===== src/rtl/conv_node_ctrl_if.sv =====
// conv_node_ctrl_if: window-in and result-out handshakes plus the shared conv_node control bus.
interface conv_node_ctrl_if #(
  parameter int KERNEL_HEIGHT = 3,
  parameter int KERNEL_WIDTH  = 2,
  parameter int NUM_WINDOWS   = 8
);
  localparam int K     = KERNEL_HEIGHT * KERNEL_WIDTH;
  localparam int IDX_W = $clog2(K + 1);
  localparam int WIN_W = NUM_WINDOWS > 1 ? $clog2(NUM_WINDOWS) : 1;
  logic             in_valid_i;
  logic             in_ready_o;
  logic             start_o;
  logic             ps_o;
  logic [IDX_W-1:0] input_index_o;
  logic             add_bias_o;
  logic             out_valid_o;
  logic             out_ready_i;
  logic             last_o;
  logic [WIN_W-1:0] window_idx_o;
  logic             busy_o;
  modport master (
    input  in_valid_i, out_ready_i,
    output in_ready_o, start_o, ps_o, input_index_o, add_bias_o,
           out_valid_o, last_o, window_idx_o, busy_o
  );
  modport slave (
    output in_valid_i, out_ready_i,
    input  in_ready_o, start_o, ps_o, input_index_o, add_bias_o,
           out_valid_o, last_o, window_idx_o, busy_o
  );
endinterface


===== src/rtl/conv_node_ctrl.sv =====
// conv_node_ctrl: sequences K MAC steps, a bias step and a latch pulse per window for a row of conv_nodes,
// then presents the result with a valid/ready handshake.
module conv_node_ctrl #(
  parameter int KERNEL_HEIGHT = 3,
  parameter int KERNEL_WIDTH  = 2,
  parameter int NUM_WINDOWS   = 8
) (
  input logic                clk_i,
  input logic                reset_n_i,
  conv_node_ctrl_if.master   bus
);
  localparam int K     = KERNEL_HEIGHT * KERNEL_WIDTH;
  localparam int IDX_W = $clog2(K + 1);
  localparam int WIN_W = NUM_WINDOWS > 1 ? $clog2(NUM_WINDOWS) : 1;
  typedef enum logic [2:0] {IDLE, MAC, BIAS, LATCH, OUT} state_t;
  state_t           state_q, state_d;
  logic [IDX_W-1:0] step_q, step_d, index_q, index_d;
  logic [WIN_W-1:0] win_q, win_d;
  logic             ps_q, ps_d, bias_q, bias_d, start_q, start_d;
  logic             valid_q, valid_d, last_q, last_d, busy_q, busy_d;
  logic             out_hs;
  assign out_hs = state_q == OUT && bus.out_ready_i;
  always_comb begin
    state_d = state_q;
    step_d  = step_q;
    win_d   = win_q;
    case (state_q)
      IDLE: begin
        state_d = bus.in_valid_i ? MAC : IDLE;
        step_d  = '0;
      end
      MAC: begin
        state_d = step_q == IDX_W'(K - 1) ? BIAS : MAC;
        step_d  = step_q == IDX_W'(K - 1) ? '0 : step_q + 1'b1;
      end
      BIAS:  state_d = LATCH;
      LATCH: state_d = OUT;
      OUT: if (bus.out_ready_i) begin
        win_d   = win_q == WIN_W'(NUM_WINDOWS - 1) ? '0 : win_q + 1'b1;
        state_d = bus.in_valid_i ? MAC : IDLE;
        step_d  = '0;
      end
      default: state_d = IDLE;
    endcase
    // Outputs are decoded from the next state so they register in step with it.
    ps_d    = state_d == MAC || state_d == BIAS;
    bias_d  = state_d == BIAS;
    start_d = state_d == LATCH;
    valid_d = state_d == OUT;
    last_d  = state_d == OUT && win_d == WIN_W'(NUM_WINDOWS - 1);
    busy_d  = state_d != IDLE;
    index_d = state_d == MAC ? step_d : state_d == BIAS ? IDX_W'(K) : '0;
  end
  always_ff @(posedge clk_i or negedge reset_n_i) begin
    if (!reset_n_i) begin
      state_q <= IDLE;
      step_q  <= '0;
      win_q   <= '0;
      index_q <= '0;
      ps_q    <= 1'b0;
      bias_q  <= 1'b0;
      start_q <= 1'b0;
      valid_q <= 1'b0;
      last_q  <= 1'b0;
      busy_q  <= 1'b0;
    end else begin
      state_q <= state_d;
      step_q  <= step_d;
      win_q   <= win_d;
      index_q <= index_d;
      ps_q    <= ps_d;
      bias_q  <= bias_d;
      start_q <= start_d;
      valid_q <= valid_d;
      last_q  <= last_d;
      busy_q  <= busy_d;
    end
  end
  assign bus.in_ready_o    = state_q == IDLE || out_hs;
  assign bus.start_o       = start_q;
  assign bus.ps_o          = ps_q;
  assign bus.input_index_o = index_q;
  assign bus.add_bias_o    = bias_q;
  assign bus.out_valid_o   = valid_q;
  assign bus.last_o        = last_q;
  assign bus.window_idx_o  = win_q;
  assign bus.busy_o        = busy_q;
endmodule


===== src/flat_wrapper.sv =====
// flat-port wrapper written by rule: the top's interface ports become plain ports
module conv_node_ctrl_flat 
#(
  parameter int KERNEL_HEIGHT = 3,
  parameter int KERNEL_WIDTH  = 2,
  parameter int NUM_WINDOWS   = 8
)
  (clk_i, reset_n_i, bus_in_valid_i, bus_out_ready_i, bus_in_ready_o, bus_start_o, bus_ps_o, bus_input_index_o, bus_add_bias_o, bus_out_valid_o, bus_last_o, bus_window_idx_o, bus_busy_o);
  conv_node_ctrl_if #(.KERNEL_HEIGHT(KERNEL_HEIGHT), .KERNEL_WIDTH(KERNEL_WIDTH), .NUM_WINDOWS(NUM_WINDOWS)) bus_i ();
  input logic clk_i;
  input logic reset_n_i;
  input wire logic [$bits(bus_i.in_valid_i)-1:0] bus_in_valid_i;
  input wire logic [$bits(bus_i.out_ready_i)-1:0] bus_out_ready_i;
  output wire logic [$bits(bus_i.in_ready_o)-1:0] bus_in_ready_o;
  output wire logic [$bits(bus_i.start_o)-1:0] bus_start_o;
  output wire logic [$bits(bus_i.ps_o)-1:0] bus_ps_o;
  output wire logic [$bits(bus_i.input_index_o)-1:0] bus_input_index_o;
  output wire logic [$bits(bus_i.add_bias_o)-1:0] bus_add_bias_o;
  output wire logic [$bits(bus_i.out_valid_o)-1:0] bus_out_valid_o;
  output wire logic [$bits(bus_i.last_o)-1:0] bus_last_o;
  output wire logic [$bits(bus_i.window_idx_o)-1:0] bus_window_idx_o;
  output wire logic [$bits(bus_i.busy_o)-1:0] bus_busy_o;
  assign bus_i.in_valid_i = bus_in_valid_i;
  assign bus_i.out_ready_i = bus_out_ready_i;
  assign bus_in_ready_o = bus_i.in_ready_o;
  assign bus_start_o = bus_i.start_o;
  assign bus_ps_o = bus_i.ps_o;
  assign bus_input_index_o = bus_i.input_index_o;
  assign bus_add_bias_o = bus_i.add_bias_o;
  assign bus_out_valid_o = bus_i.out_valid_o;
  assign bus_last_o = bus_i.last_o;
  assign bus_window_idx_o = bus_i.window_idx_o;
  assign bus_busy_o = bus_i.busy_o;
  conv_node_ctrl #(.KERNEL_HEIGHT(KERNEL_HEIGHT), .KERNEL_WIDTH(KERNEL_WIDTH), .NUM_WINDOWS(NUM_WINDOWS)) u_core (.clk_i(clk_i), .reset_n_i(reset_n_i), .bus(bus_i));
endmodule

===== config.mk =====
export PLATFORM = sky130hd
export DESIGN_NAME = conv_node_ctrl_flat
export DESIGN_NICKNAME = d
export VERILOG_FILES = /design/src/rtl/conv_node_ctrl_if.sv /design/src/rtl/conv_node_ctrl.sv /design/src/flat_wrapper.sv
export SDC_FILE = /design/constraint.sdc
export NUM_CORES = 1
export LEC_CHECK = 0
export CAP_MARGIN = 20
export CORE_ASPECT_RATIO = 1.1
export CORE_MARGIN = 4
export CORE_UTILIZATION = 43
export CTS_CLUSTER_DIAMETER = 40
export DETAILED_ROUTE_END_ITERATION = 16
export GPL_TIMING_DRIVEN = 0
export HOLD_SLACK_MARGIN = 0.08
export PLACE_DENSITY = 0.72
export SETUP_SLACK_MARGIN = 0.02
export SLEW_MARGIN = 10
export SYNTH_ARGS = -nofsm -noshare
export SYNTH_HDL_FRONTEND = slang
export SYNTH_SLANG_ARGS = --single-unit

===== constraint.sdc =====
create_clock -name clk_i -period 1.4 [get_ports clk_i]
set_input_delay 0.21 -clock clk_i [delete_from_list [all_inputs] [get_ports clk_i]]
set_output_delay 0.21 -clock clk_i [all_outputs]
set_load 0.05 [all_outputs]

==> flow_summary.yaml <==
run_status:
  status: "finished with violations"
  violations: "setup timing"
timing:
  slew_headroom_pct: 49.24
  worst_pin_slew_ns: 0.7590
  slew_violations: 0
  grt_setup_unrepaired: "true"
  layout_setup_ws_ns: -0.03469
  fmax_ghz: 0.6970
  setup_viol: 7
  finalCritPeriodShare_pct: 102.5
  finalClockSkew_ns: 0.005890
  hold_viol_final: 0
  period_minus_slack_ns: 1.435
floorplan:
  die_w_um: 49.15
  rows: 16
  pin_count: 17
  die_area_um2: 2617
  die_height_um: 53.26
  core_area_um2: 1782
  initial_core_util_pct: 44.94
layout:
  drive_gt1_share_pct: 35.42
  antenna_cells: 0
  final_core_util_pct: 64.61
  fin_cells: 114
  syn_to_final_growth_pct: 43.75
  nets: 103
placed_design:
  placed_cells: 104
  pre_cts_ws_ns: -0.6726
  hpwlAfterDp_um: 1052
  portBuffers: 16
  gp_congestion: 0.7112
power:
  ir_drop_v: 0.001098
  p_per_area_nw_per_um2: 2212
  p_leak_nw: 0.5169
global_routing:
  grt_util_met2_pct: 25.00
  use_met1_pct: 14.26
  use_met3_pct: 3.099
  grt_pass1_vias: 608
  grt_max_degree: 19
  globalRouteOverflowTotal: 0
  track_usage_pct: 13.85
  grt.busiest_layer: "met2"
  grt_pass1_wl_um: 2663
  antenna_found_initial: 0
setup_path:
  start_kind: "flip-flop"
  critPathMaxFanout: 5
  required_ns: 1.61
  worstSetupEndpointType: "flip-flop"
  critPathKind: "reg2reg"
  arrival_ns: 1.65
synthesis:
  synth.cell_area_um2: 800.8
  synth_common_cells: "18 x dfrtp_1, 8 x nor2_1, 4 x nand2b_1"
  syn-num-nets: 76
  synthMostInstantiatedCell: "dfrtp_1"
  syn-mean-instance-area_um2: 11.44
  synthArstFlopShare_pct: 100.0
  syn_inst: 70
  synth_top_flop_cell: "dfrtp_1"
  synth_edf_count: 0
  synth_warnings: 0
  synth.area.top_cells: "dfrtp_1 56%, mux2_1 4.2%, nor2_1 3.8%"
  yosysSeqAreaShare_pct: 56.25
  ys_seq_elements: 18
  yosysUniqueCellTypes: 31
  synth_top_cell_by_area: "dfrtp_1"
  yosys.area.top_type_share_pct: 56.25
clock_network:
  cts_made_buffers: 3
  worstSkewPairLatency_ns: 0.29
  hold_buffers: 0
  clock-root-buffer: "clkbuf_4"
  htree_levels: 1
  cts_buffer_depth: 2
  clock-sinks: 18
  cts.clk_slew.worst_paths_ns: 0.10
  cts_tree: "yes"
routing:
  vias: 655
  wl_per_cell_um: 14.46
  final_antenna_net_count: 0
  drt_iter0_drc: 16
  drc_errors: 0
  wl_um: 1648
  vias_per_cell: 5.746
  dr.pass1.iters: 4
worst_hold_path:
  hp-class: "in2async"
flow_run:
  maxCapViolCount: 0
==> per-layer routing <==
metal,vias to the layer above,part of all wire (%)
met5,-,0
li1,298,-
met3,4,3.8
met1,337,41
met4,0,1.9
met2,16,54
==> sequential cells by signal, indices dropped and copies added (netlist names) <==
| register | cells |
|---|---|
| u_core.step_q | 3 |
| u_core.bus.last_o | 1 |
| u_core.bus.add_bias_o | 1 |
| u_core.state_q | 3 |
| u_core.bus.input_index_o | 3 |
| u_core.bus.ps_o | 1 |
| u_core.bus.start_o | 1 |
| u_core.bus.busy_o | 1 |
| u_core.bus.out_valid_o | 1 |
| u_core.bus.window_idx_o | 3 |
==> through the flow <==
step | hold slack, ns | total power [mW] | setup TNS [ns] | area, um2
finish | 0.3594 | 2.546 | -0.1094 | 1151
global route | 0.4094 | 2.686 | -0.4245 | 1151
CTS | 0.3783 | 2.495 | -0.4129 | 1129
detailed placement | 0.5242 | 2.102 | -1.641 | 1030
global placement | 0.5007 | 2.076 | -1.434 | 1030
floorplan | -0.08559 | 1.737 | 0 | 847.1
==> final timing paths <==
check                      cells past startpoint                   startpoint  slack, ns                               endpoint
max                                            4  u_core.state_q[1]$_DFF_PN0_      -0.03             u_core.step_q[2]$_DFF_PN0_
min                                            1                    reset_n_i       0.36  u_core.bus.input_index_o[2]$_DFF_PN0_
max reg2reg                                    4  u_core.state_q[1]$_DFF_PN0_      -0.03             u_core.step_q[2]$_DFF_PN0_
min reg2reg                                    1   u_core.step_q[2]$_DFF_PN0_       0.55             u_core.step_q[1]$_DFF_PN0_
max in group asynchronous                      1                    reset_n_i       0.51   u_core.bus.window_idx_o[2]$_DFF_PN0_
min in group clk_i                             1   u_core.step_q[2]$_DFF_PN0_       0.55             u_core.step_q[1]$_DFF_PN0_
==> final cells by class <==
cell class / count / area [um2]
buffer: 2 / 22.52
timing repair buffer: 23 / 212.7
clock buffer: 4 / 26.28
tap: 18 / 22.52
sequential: 18 / 455.4
multi-input combinational: 47 / 404.1
fill: 135 / 630.6
inverter: 2 / 7.507
==> logic make-up after synthesis <==
| family | Yosys count | synth area share, % |
|---|---|---|
| AO/OA/AOI/OAI | 13 | 12.03 |
| XOR/XNOR | 1 | 1.094 |
| adder cells (fa/ha/maj) | 2 | 3.125 |
| buffers and inverters | 5 | 2.500 |
| flip-flops | 18 | 56.25 |
| multiplexers | 4 | 5.469 |
| AND/OR/NAND/NOR | 27 | 19.53 |
==> power by group <==
part	internal (mW)	total [mW]	switching [mW]
registers	0.687	0.826	0.140
logic	0.623	1.46	0.837
clock network	0.111	0.259	0.149
total	1.42	2.55	1.13
==> critical path: stages, from the launching register on <==
cell	delay (ns)
dfrtp_1	0.42
buf_6	0.13
or3b_4	0.40
or3_4	0.34
o21ai_2	0.07
==> layout by cell type (no fill, tap or decap), types with 3 or more instances in the layout <==
master           count
clkdlybuf4s15_1      6
buf_4                5
nand2_1              3
clkdlybuf4s50_1      3
mux2_4               3
buf_6                5
nand2b_1             4
clkbuf_4             3
dfrtp_1             14
dfrtp_2              4
nor2_1               8
==> repair_timing <==
action | CTS | global route
setup buffers | 7 | 0
resized for setup | 33 | 25
setup endpoints to repair | 16 | 19
pin swaps | 4 | 2
Power figures use the tool's default switching activity.
